[src/rtl/matrix_pkg.sv]
// Shared types and default sizes for the 5x5 matrix fetch/writeback blocks.
package matrix_pkg;

    localparam int unsigned N_DIM  = 5;
    localparam int unsigned DATA_W = 32;
    localparam int unsigned ADDR_W = 5;
    localparam int unsigned N_ELEM = N_DIM * N_DIM;
    localparam int unsigned RC_W   = 3;

    typedef logic [RC_W-1:0] rc_t;

    typedef enum logic [2:0] {
        StIdle,
        StIssue,
        StWait,
        StCapture,
        StPresent,
        StDone
    } fetch_state_e;

endpackage

[src/rtl/matrix_index_counter.sv]
// Row-major element index tracker: linear idx plus 1-based row/col, wrapping after the last element.
module matrix_index_counter #(
    parameter int unsigned N_DIM = matrix_pkg::N_DIM,
    parameter int unsigned IDX_W = $clog2(N_DIM * N_DIM)
) (
    input  logic               i_clk,
    input  logic               i_rst_n,
    input  logic               i_clear,
    input  logic               i_advance,
    output logic [IDX_W-1:0]   o_idx,
    output matrix_pkg::rc_t    o_row,
    output matrix_pkg::rc_t    o_col,
    output logic               o_last
);
    import matrix_pkg::*;

    localparam rc_t              DIM_RC   = rc_t'(N_DIM);
    localparam rc_t              ONE_RC   = rc_t'(1);
    localparam logic [IDX_W-1:0] LAST_IDX = IDX_W'(N_DIM * N_DIM - 1);

    logic [IDX_W-1:0] r_idx;
    rc_t              r_row;
    rc_t              r_col;
    logic             w_last;

    assign w_last = (r_idx == LAST_IDX);

    always_ff @(posedge i_clk or negedge i_rst_n) begin
        if (!i_rst_n) begin
            r_idx <= '0;
            r_row <= ONE_RC;
            r_col <= ONE_RC;
        end else if (i_clear || (i_advance && w_last)) begin
            r_idx <= '0;
            r_row <= ONE_RC;
            r_col <= ONE_RC;
        end else if (i_advance) begin
            r_idx <= r_idx + 1'b1;
            if (r_col == DIM_RC) begin
                r_col <= ONE_RC;
                r_row <= r_row + 1'b1;
            end else begin
                r_col <= r_col + 1'b1;
            end
        end
    end

    assign o_idx  = r_idx;
    assign o_row  = r_row;
    assign o_col  = r_col;
    assign o_last = w_last;

endmodule

[src/rtl/matrix_fetch.sv]
// Sweeps the 5x5 matrix store and streams each word with 1-based row/col tags.
// Optional checksum output enabled by defining MATRIX_FETCH_CSUM_EN.
module matrix_fetch #(
    parameter int unsigned DATA_W    = matrix_pkg::DATA_W,
    parameter int unsigned ADDR_W    = matrix_pkg::ADDR_W,
    parameter int unsigned N_DIM     = matrix_pkg::N_DIM,
    parameter int unsigned RD_LAT    = 1,
    parameter int unsigned BASE_ADDR = 0
) (
    input  logic              i_clk,
    input  logic              i_rst_n,
    input  logic              i_start,
    output logic              o_busy,
    output logic              o_done,
    output logic [ADDR_W-1:0] o_mem_addr,
    output logic              o_mem_rd,
    input  logic [DATA_W-1:0] i_mem_data,
    output logic              o_el_valid,
    input  logic              i_el_ready,
    output logic [DATA_W-1:0] o_el_data,
    output matrix_pkg::rc_t   o_el_row,
    output matrix_pkg::rc_t   o_el_col,
    output logic              o_el_last
`ifdef MATRIX_FETCH_CSUM_EN
    ,
    output logic [DATA_W-1:0] o_csum
`endif
);
    import matrix_pkg::*;

    localparam int unsigned N_EL  = N_DIM * N_DIM;
    localparam int unsigned IDX_W = $clog2(N_EL);
    localparam int unsigned LAT_W = 2;

    fetch_state_e      r_state;
    logic [LAT_W-1:0]  r_lat_cnt;
    logic              r_busy;
    logic              r_done;
    logic              r_mem_rd;
    logic              r_el_valid;
    logic [DATA_W-1:0] r_el_data;

    logic [IDX_W-1:0]  w_idx;
    rc_t               w_row;
    rc_t               w_col;
    logic              w_last;
    logic              w_start_ok;
    logic              w_handshake;

    assign w_start_ok  = (r_state == StIdle) && i_start;
    assign w_handshake = (r_state == StPresent) && i_el_ready;

    matrix_index_counter #(
        .N_DIM (N_DIM),
        .IDX_W (IDX_W)
    ) u_index (
        .i_clk     (i_clk),
        .i_rst_n   (i_rst_n),
        .i_clear   (w_start_ok),
        .i_advance (w_handshake),
        .o_idx     (w_idx),
        .o_row     (w_row),
        .o_col     (w_col),
        .o_last    (w_last)
    );

    always_ff @(posedge i_clk or negedge i_rst_n) begin
        if (!i_rst_n) begin
            r_state    <= StIdle;
            r_lat_cnt  <= '0;
            r_busy     <= 1'b0;
            r_done     <= 1'b0;
            r_mem_rd   <= 1'b0;
            r_el_valid <= 1'b0;
            r_el_data  <= '0;
        end else begin
            r_mem_rd <= 1'b0;
            r_done   <= 1'b0;
            unique case (r_state)
                StIdle: begin
                    if (i_start) begin
                        r_state  <= StIssue;
                        r_busy   <= 1'b1;
                        r_mem_rd <= 1'b1;
                    end
                end
                StIssue: begin
                    // RD_LAT of 1 needs no wait cycles: data is ready in the next cycle
                    if (RD_LAT == 1) begin
                        r_state <= StCapture;
                    end else begin
                        r_state   <= StWait;
                        r_lat_cnt <= '0;
                    end
                end
                StWait: begin
                    if (r_lat_cnt == LAT_W'(RD_LAT - 2)) begin
                        r_state <= StCapture;
                    end else begin
                        r_lat_cnt <= r_lat_cnt + 1'b1;
                    end
                end
                StCapture: begin
                    r_el_data  <= i_mem_data;
                    r_el_valid <= 1'b1;
                    r_state    <= StPresent;
                end
                StPresent: begin
                    if (i_el_ready) begin
                        r_el_valid <= 1'b0;
                        if (w_last) begin
                            r_state <= StDone;
                            r_done  <= 1'b1;
                        end else begin
                            r_state  <= StIssue;
                            r_mem_rd <= 1'b1;
                        end
                    end
                end
                StDone: begin
                    r_state <= StIdle;
                    r_busy  <= 1'b0;
                end
                default: begin
                    r_state <= StIdle;
                    r_busy  <= 1'b0;
                end
            endcase
        end
    end

`ifdef MATRIX_FETCH_CSUM_EN
    logic [DATA_W-1:0] r_csum;

    always_ff @(posedge i_clk or negedge i_rst_n) begin
        if (!i_rst_n) begin
            r_csum <= '0;
        end else if (w_start_ok) begin
            r_csum <= '0;
        end else if (r_state == StCapture) begin
            r_csum <= r_csum + i_mem_data;
        end
    end

    assign o_csum = r_csum;
`endif

    // Address follows the index counter, so it rests at BASE_ADDR between sweeps
    assign o_mem_addr = ADDR_W'(BASE_ADDR + w_idx);
    assign o_mem_rd   = r_mem_rd;
    assign o_busy     = r_busy;
    assign o_done     = r_done;
    assign o_el_valid = r_el_valid;
    assign o_el_data  = r_el_data;
    assign o_el_row   = w_row;
    assign o_el_col   = w_col;
    assign o_el_last  = r_el_valid & w_last;

endmodule

[config.mk]
export PLATFORM = sky130hd
export DESIGN_NAME = matrix_fetch
export DESIGN_NICKNAME = d
export VERILOG_FILES = /design/src/rtl/matrix_pkg.sv /design/src/rtl/matrix_index_counter.sv /design/src/rtl/matrix_fetch.sv
export SDC_FILE = /design/constraint.sdc
export NUM_CORES = 1
export LEC_CHECK = 0
export ABC_AREA = 1
export BUFFER_PORTS_ARGS = -buffer_cell sky130_fd_sc_hd__buf_2
export CORE_ASPECT_RATIO = 1.75
export CORE_MARGIN = 2
export CORE_UTILIZATION = 30
export CTS_BUF_LIST = sky130_fd_sc_hd__clkbuf_8
export DETAILED_ROUTE_END_ITERATION = 6
export HOLD_SLACK_MARGIN = 0.05
export SYNTH_ARGS = -nofsm -noshare
export SYNTH_HDL_FRONTEND = slang
export SYNTH_SLANG_ARGS = --single-unit
[constraint.sdc]
create_clock -name i_clk -period 2.3 [get_ports i_clk]
set_input_delay 0.46 -clock i_clk [delete_from_list [all_inputs] [get_ports i_clk]]
set_output_delay 0.46 -clock i_clk [all_outputs]
set_load 0.01 [all_outputs]
==> results of run 1 <==
-- flip-flops by register name, indices dropped and copies added, names as in the netlist --
name and flops:
r_lat_cnt 2, o_el_data 32, o_busy 1, u_index.o_row 3
o_mem_rd 1, u_index.o_idx 5, u_index.o_col 3, o_el_valid 1
o_done 1, r_state 3
-- worst reg2reg max path, stage by stage (launching register included) --
cell and delay, ns:
dfrtp_1 0.45, inv_1 0.07, ha_1 0.20, nand2_1 0.06, inv_1 0.04, nand2_2 0.16
nor2_4 0.07, nor2_4 0.20, o21ai_1 0.10, nand2_1 0.06, nand2_1 0.04
-- layer usage --
layer,GRT usage,routed length (um)
met4,0.0674,117
met1,0.148,2040
met5,0,0
met2,0.253,2860
met3,0.0248,193
-- stage by stage --
stage | setup WS, ns | hold slack, ns
finish | 0.352 | 0.350
global route | 0.210 | 0.336
CTS | 0.311 | 0.330
detailed placement | 0.679 | 0.343
global placement | 0.752 | 0.339
floorplan | 0.800 | 0.164
-- power by group --
part	internal (mW)	switching, mW
clock network	0.319	0.291
registers	1.31	0.241
logic	0.553	0.878
-- final timing paths --
kind,startpoint,endpoint,slack (ns),cells past startpoint
setup / recovery,u_index.o_idx[0],o_el_last,0.35,7
hold / removal,i_mem_data[1],o_el_data[1],0.35,3
setup reg to reg,u_index.o_idx[0],u_index.o_row[0],0.78,10
hold reg to reg,o_el_data[26],o_el_data[26],0.47,2
max in group asynchronous,i_rst_n,u_index.o_col[0],1.12,3
min in group asynchronous,i_rst_n,u_index.o_row[1],0.56,2
-- final cells by class --
class / instances / area [um^2]
Tap cell: 86 / 108
Fill cell: 752 / 4380
Clock inverter: 3 / 38.8
Sequential cell: 52 / 1300
Clock buffer: 5 / 68.8
Timing Repair Buffer: 87 / 448
Inverter: 16 / 60.1
Multi-Input combinational cell: 177 / 830
-- kinds of logic after synthesis --
kind of cell    count (synthesis)
buf+inv                        23
simple gates                  152
flops                          52
compound gates                 16
mux                             1
fa+ha+maj                       4
xor+xnor                        4
-- cells in the final DEF (no fill, tap or decap), drive strengths merged --
cell type    Yosys  routed
dfrtp           50      50
nor2            13      13
dfstp            2       2
o211ai           4       4
nor3             4       4
clkbuf           0       5
nand3           10      10
xor2             3       3
mux2             1       1
o21ai            7       7
nand2          122     122
xnor2            1       1
a21oi            5       5
buf              7      86
dlygate4sd3      0       1
bufinv           0       1
inv             16      17
clkinv           0       1
nand4            3       3
ha               4       4
==> results.yml, run 1 <==
grt:
  antenna_found_initial: 0
  overflow: 0
  grt_max_degree: 34
  grt_pass1_vias: 1918
  grt_usage: 0.138
  grt_pass1_wl_um: 9050
run_status:
  status: "complete, no violations"
power_and_ir_drop:
  p_leak_nw: 1.63
  power.density_mw_per_mm2: 1260
  finalPower_mw: 3.59
  peakVddDrop_uv: 656
logic_synthesis:
  synthFlopType: "dfrtp_1"
  netlist.area_leader.share: 0.561
  synth_compound_area_frac: 0.0404
  synth_async_sr_flop_share: 1.00
  synthesis.nets: 292
  synthCells: 252
  synth_most_common_cell: "nand2_1"
  yosys_warnings: 0
  ys_top_cells_by_count: "nand2_1, dfrtp_1, inv_1"
  syn_area_mm2: 0.00223
  synth_adder_area_share: 0.0224
  ys_types: 24
  synth_top_family_by_area: "simple AND/OR/NAND/NOR gates"
  synth-simple-area-share: 0.288
  synth.area.mux_share: 0.00505
  synth_edf_count: 0
  synth_area_leaders: "dfrtp_1, nand2_1, dfstp_2"
  synth_xor_area_frac: 0.0157
  synth_seq_area_share: 0.584
  synth-seq-cells: 52
  synth_area_per_cell_um2: 8.85
  synth.largest_area_cell: "dfrtp_1"
clock_tree:
  clk_latency_ns: 0.30
  tritoncts: "yes"
  ctsResizeCount: 0
  hold_buffers: 1
  cts_buffers: 5
  clockRootBuffer: "clkbuf_8"
  clock_sinks: 52
  clk_transition_reported_paths_ns: 0.09
  clockBufferDepth: 2
  htreeDepth: 2
  post-cts-setup-buffer-count: 0
finish:
  n_antenna_cell: 0
  final_core_util: 0.395
  syn_to_final_growth_pct: 28.0
  fin_area_mm2: 0.00286
  stdcell_count: 426
  nets: 379
  drive_gt1_frac: 0.318
place:
  dp.cells: 417
  gp_congestion: 0.752
  hpwlAfterDp_um: 3870
  numPortBuffers: 83
  place_area_mm2: 0.00274
worst_hold_path:
  hp-class: "in -> reg"
setup_path:
  crit_type: "reg -> out"
  critPathMaxStageDelay_ns: 0.45
  crit_top_cell: "inv_1"
  crit_slowest_cell: "dfrtp_1"
  cpLargestDelayFamily: "flip-flops"
  worstPathRequired_ns: 1.84
  cp_cell_sequence: "inv_1 -> ha_1 -> nand2_1 -> inv_1 -> nand2_2 -> nor2_1 -> buf_2"
  worstSetupEndpointType: "output port"
  crit_arrival_ns: 1.49
  cp_max_fo: 8
  cp_num_buf_inv: 3
  start_kind: "flop"
floorplanning:
  fp.dieW_um: 69.2
  initial_utilization: 0.308
  die_h_um: 118
  die_area_mm2: 0.00817
  io-pin-count: 84
  core_mm2: 0.00723
  row_count: 41
timing:
  period_share: 0.847
  min_period_ns: 1.95
  worst-slew-pin-transition_ns: 0.550
  rsz0062_at_grt: "false"
  max_freq_mhz: 513
  relSlewSlack: 0.633
  finalHoldViolCount: 0
  fin_tns_setup_ns: 0
  slew_viol_final: 0
  skew_ns: 0.00467
  setup_viol: 0
flow_run:
  maxCapViolations: 0
drt:
  drtIter0Drc: 80
  wire_per_inst_um: 12.2
  post-route-drc-count: 0
  first_pass_iters: 4
  ant_nets: 0
  drt_wl_total_um: 5210
  vias: 1906
  via_per_inst: 4.47
(Power assumes the default switching activity.)
==> inputs of run 2 (changes only) <==
==> constraint.sdc (replaced) <==
create_clock -name i_clk -period 1.91 [get_ports i_clk]
set_input_delay 0.382 -clock i_clk [delete_from_list [all_inputs] [get_ports i_clk]]
set_output_delay 0.382 -clock i_clk [all_outputs]
set_load 0.01 [all_outputs]
==> results.yml, run 2 (same netlist as run 1, synthesis figures left out) <==
drt:
  wire_per_inst_um: 12.3
  drt_wl_total_um: 5230
  post-route-drc-count: 0
  ant_nets: 0
  via_per_inst: 4.44
  first_pass_iters: 4
  drtIter0Drc: 74
  vias: 1885
finish:
  drive_gt1_frac: 0.327
  syn_to_final_growth_pct: 28.8
  layout_commonest_cell: "nand2_1"
  nets: 378
  num-fill-cells: 767
  stdcell_count: 425
  n_antenna_cell: 0
  fin_area_mm2: 0.00287
  final_core_util: 0.397
  largest_register_ffs: 32
  mostFrequentLayoutCells: "nand2_1, buf_2, dfrtp_1"
floorplanning:
  die_h_um: 118
  io-pin-count: 84
  fp.dieW_um: 69.2
  core_mm2: 0.00723
  die_area_mm2: 0.00817
  row_count: 41
  initial_utilization: 0.308
setup_path:
  crit_slowest_cell: "dfrtp_1"
  r2r_cells: 10
  critPathMaxStageDelay_ns: 0.44
  crit_top_cell: "inv_1"
  crit_type: "reg -> out"
  cp_max_fo: 8
  crit_arrival_ns: 1.41
  cpLargestDelayFamily: "flip-flops"
  start_kind: "flop"
  worstPathRequired_ns: 1.53
  cp_cell_sequence: "inv_1 -> ha_1 -> nand2_1 -> inv_1 -> nand2_4 -> nor2_2 -> buf_2"
  worstSetupEndpointType: "output port"
  cp_num_buf_inv: 3
  crit_cells: 7
place:
  numPortBuffers: 83
  place_area_mm2: 0.00274
  hpwlAfterDp_um: 3900
  dp.cells: 417
  gp_congestion: 0.762
timing:
  worst-slew-pin-transition_ns: 0.551
  slew_viol_final: 0
  period_share: 0.936
  rsz0062_at_grt: "false"
  setup_viol: 0
  fin_tns_setup_ns: 0
  skew_ns: 0.00725
  relSlewSlack: 0.632
  finalHoldViolCount: 0
  max_freq_mhz: 559
  min_period_ns: 1.79
clock_tree:
  ctsResizeCount: 0
  post-cts-setup-buffer-count: 0
  clock_sinks: 52
  cts_buffers: 5
  htreeDepth: 2
  clockBufferDepth: 2
  clk_transition_reported_paths_ns: 0.10
  clockRootBuffer: "clkbuf_8"
  clk_latency_ns: 0.31
  tritoncts: "yes"
  hold_buffers: 0
grt:
  grt_pass1_vias: 2005
  antenna_found_initial: 0
  grt_max_degree: 34
  overflow: 0
  grt_pass1_wl_um: 9250
  grt_usage: 0.140
run_status:
  status: "complete, no violations"
power_and_ir_drop:
  power.density_mw_per_mm2: 1540
  finalPower_mw: 4.42
  peakVddDrop_uv: 667
  p_leak_nw: 1.64
flow_run:
  maxCapViolations: 0
worst_hold_path:
  hp-class: "in -> async"
==> run 2: cell type report <==
| type | instances | area (um^2) | area share |
|---|---|---|---|
| Clock buffer | 7 | 96.3 | 0.0335 |
| Clock inverter | 1 | 30.0 | 0.0105 |
| Sequential cell | 52 | 1300 | 0.454 |
| Multi-Input combinational cell | 177 | 837 | 0.291 |
| Tap cell | 86 | 108 | 0.0375 |
| Inverter | 16 | 60.1 | 0.0209 |
| Timing Repair Buffer | 86 | 438 | 0.152 |
==> run 2: per-stage QoR <==
stage,worst slack (ns),hold WS [ns]
CTS,0.0466,0.0567
global placement,0.446,0.406
floorplan,0.488,0.0864
finish,0.122,0.0578
detailed placement,0.428,0.409
global route,0.00740,0.0804
==> run 2: routing by layer <==
layer  share of wire  vias up  GRT usage  routed length (um)
met3           0.039        5     0.0300                 205
met2            0.54       54      0.257                2830
li1                -      956          -                   -
met5               0        -          0                   0
met1            0.40      870      0.151                2100
met4           0.020        0     0.0600                 103
==> run 2: power breakdown <==
part | leakage [nW] | internal (mW) | switching (mW)
Combinational | 0.933 | 0.664 | 1.06
Clock | 0.0645 | 0.463 | 0.360
Sequential | 0.647 | 1.58 | 0.293
Total | 1.64 | 2.71 | 1.71
==> run 2: worst reg2reg max path, cell delays in order (launching register included) <==
cell,delay [ns]
dfrtp_1,0.43
inv_1,0.06
ha_1,0.19
nand2_1,0.06
inv_1,0.06
nand2_4,0.12
nor2_4,0.06
nor2_4,0.20
o21ai_1,0.10
nand2_1,0.07
nand2_1,0.05
==> run 2: final timing paths <==
path / from / end / slack (ns)
min reg2reg: o_el_data[8] / o_el_data[8] / 0.47
min: i_rst_n / u_index.o_col[1] / 0.06
max: u_index.o_idx[0] / o_el_last / 0.12
min in group i_clk: i_mem_data[30] / o_el_data[30] / 0.27
max in group asynchronous: i_rst_n / u_index.o_col[0] / 1.55
max reg2reg: u_index.o_idx[0] / u_index.o_row[0] / 0.46
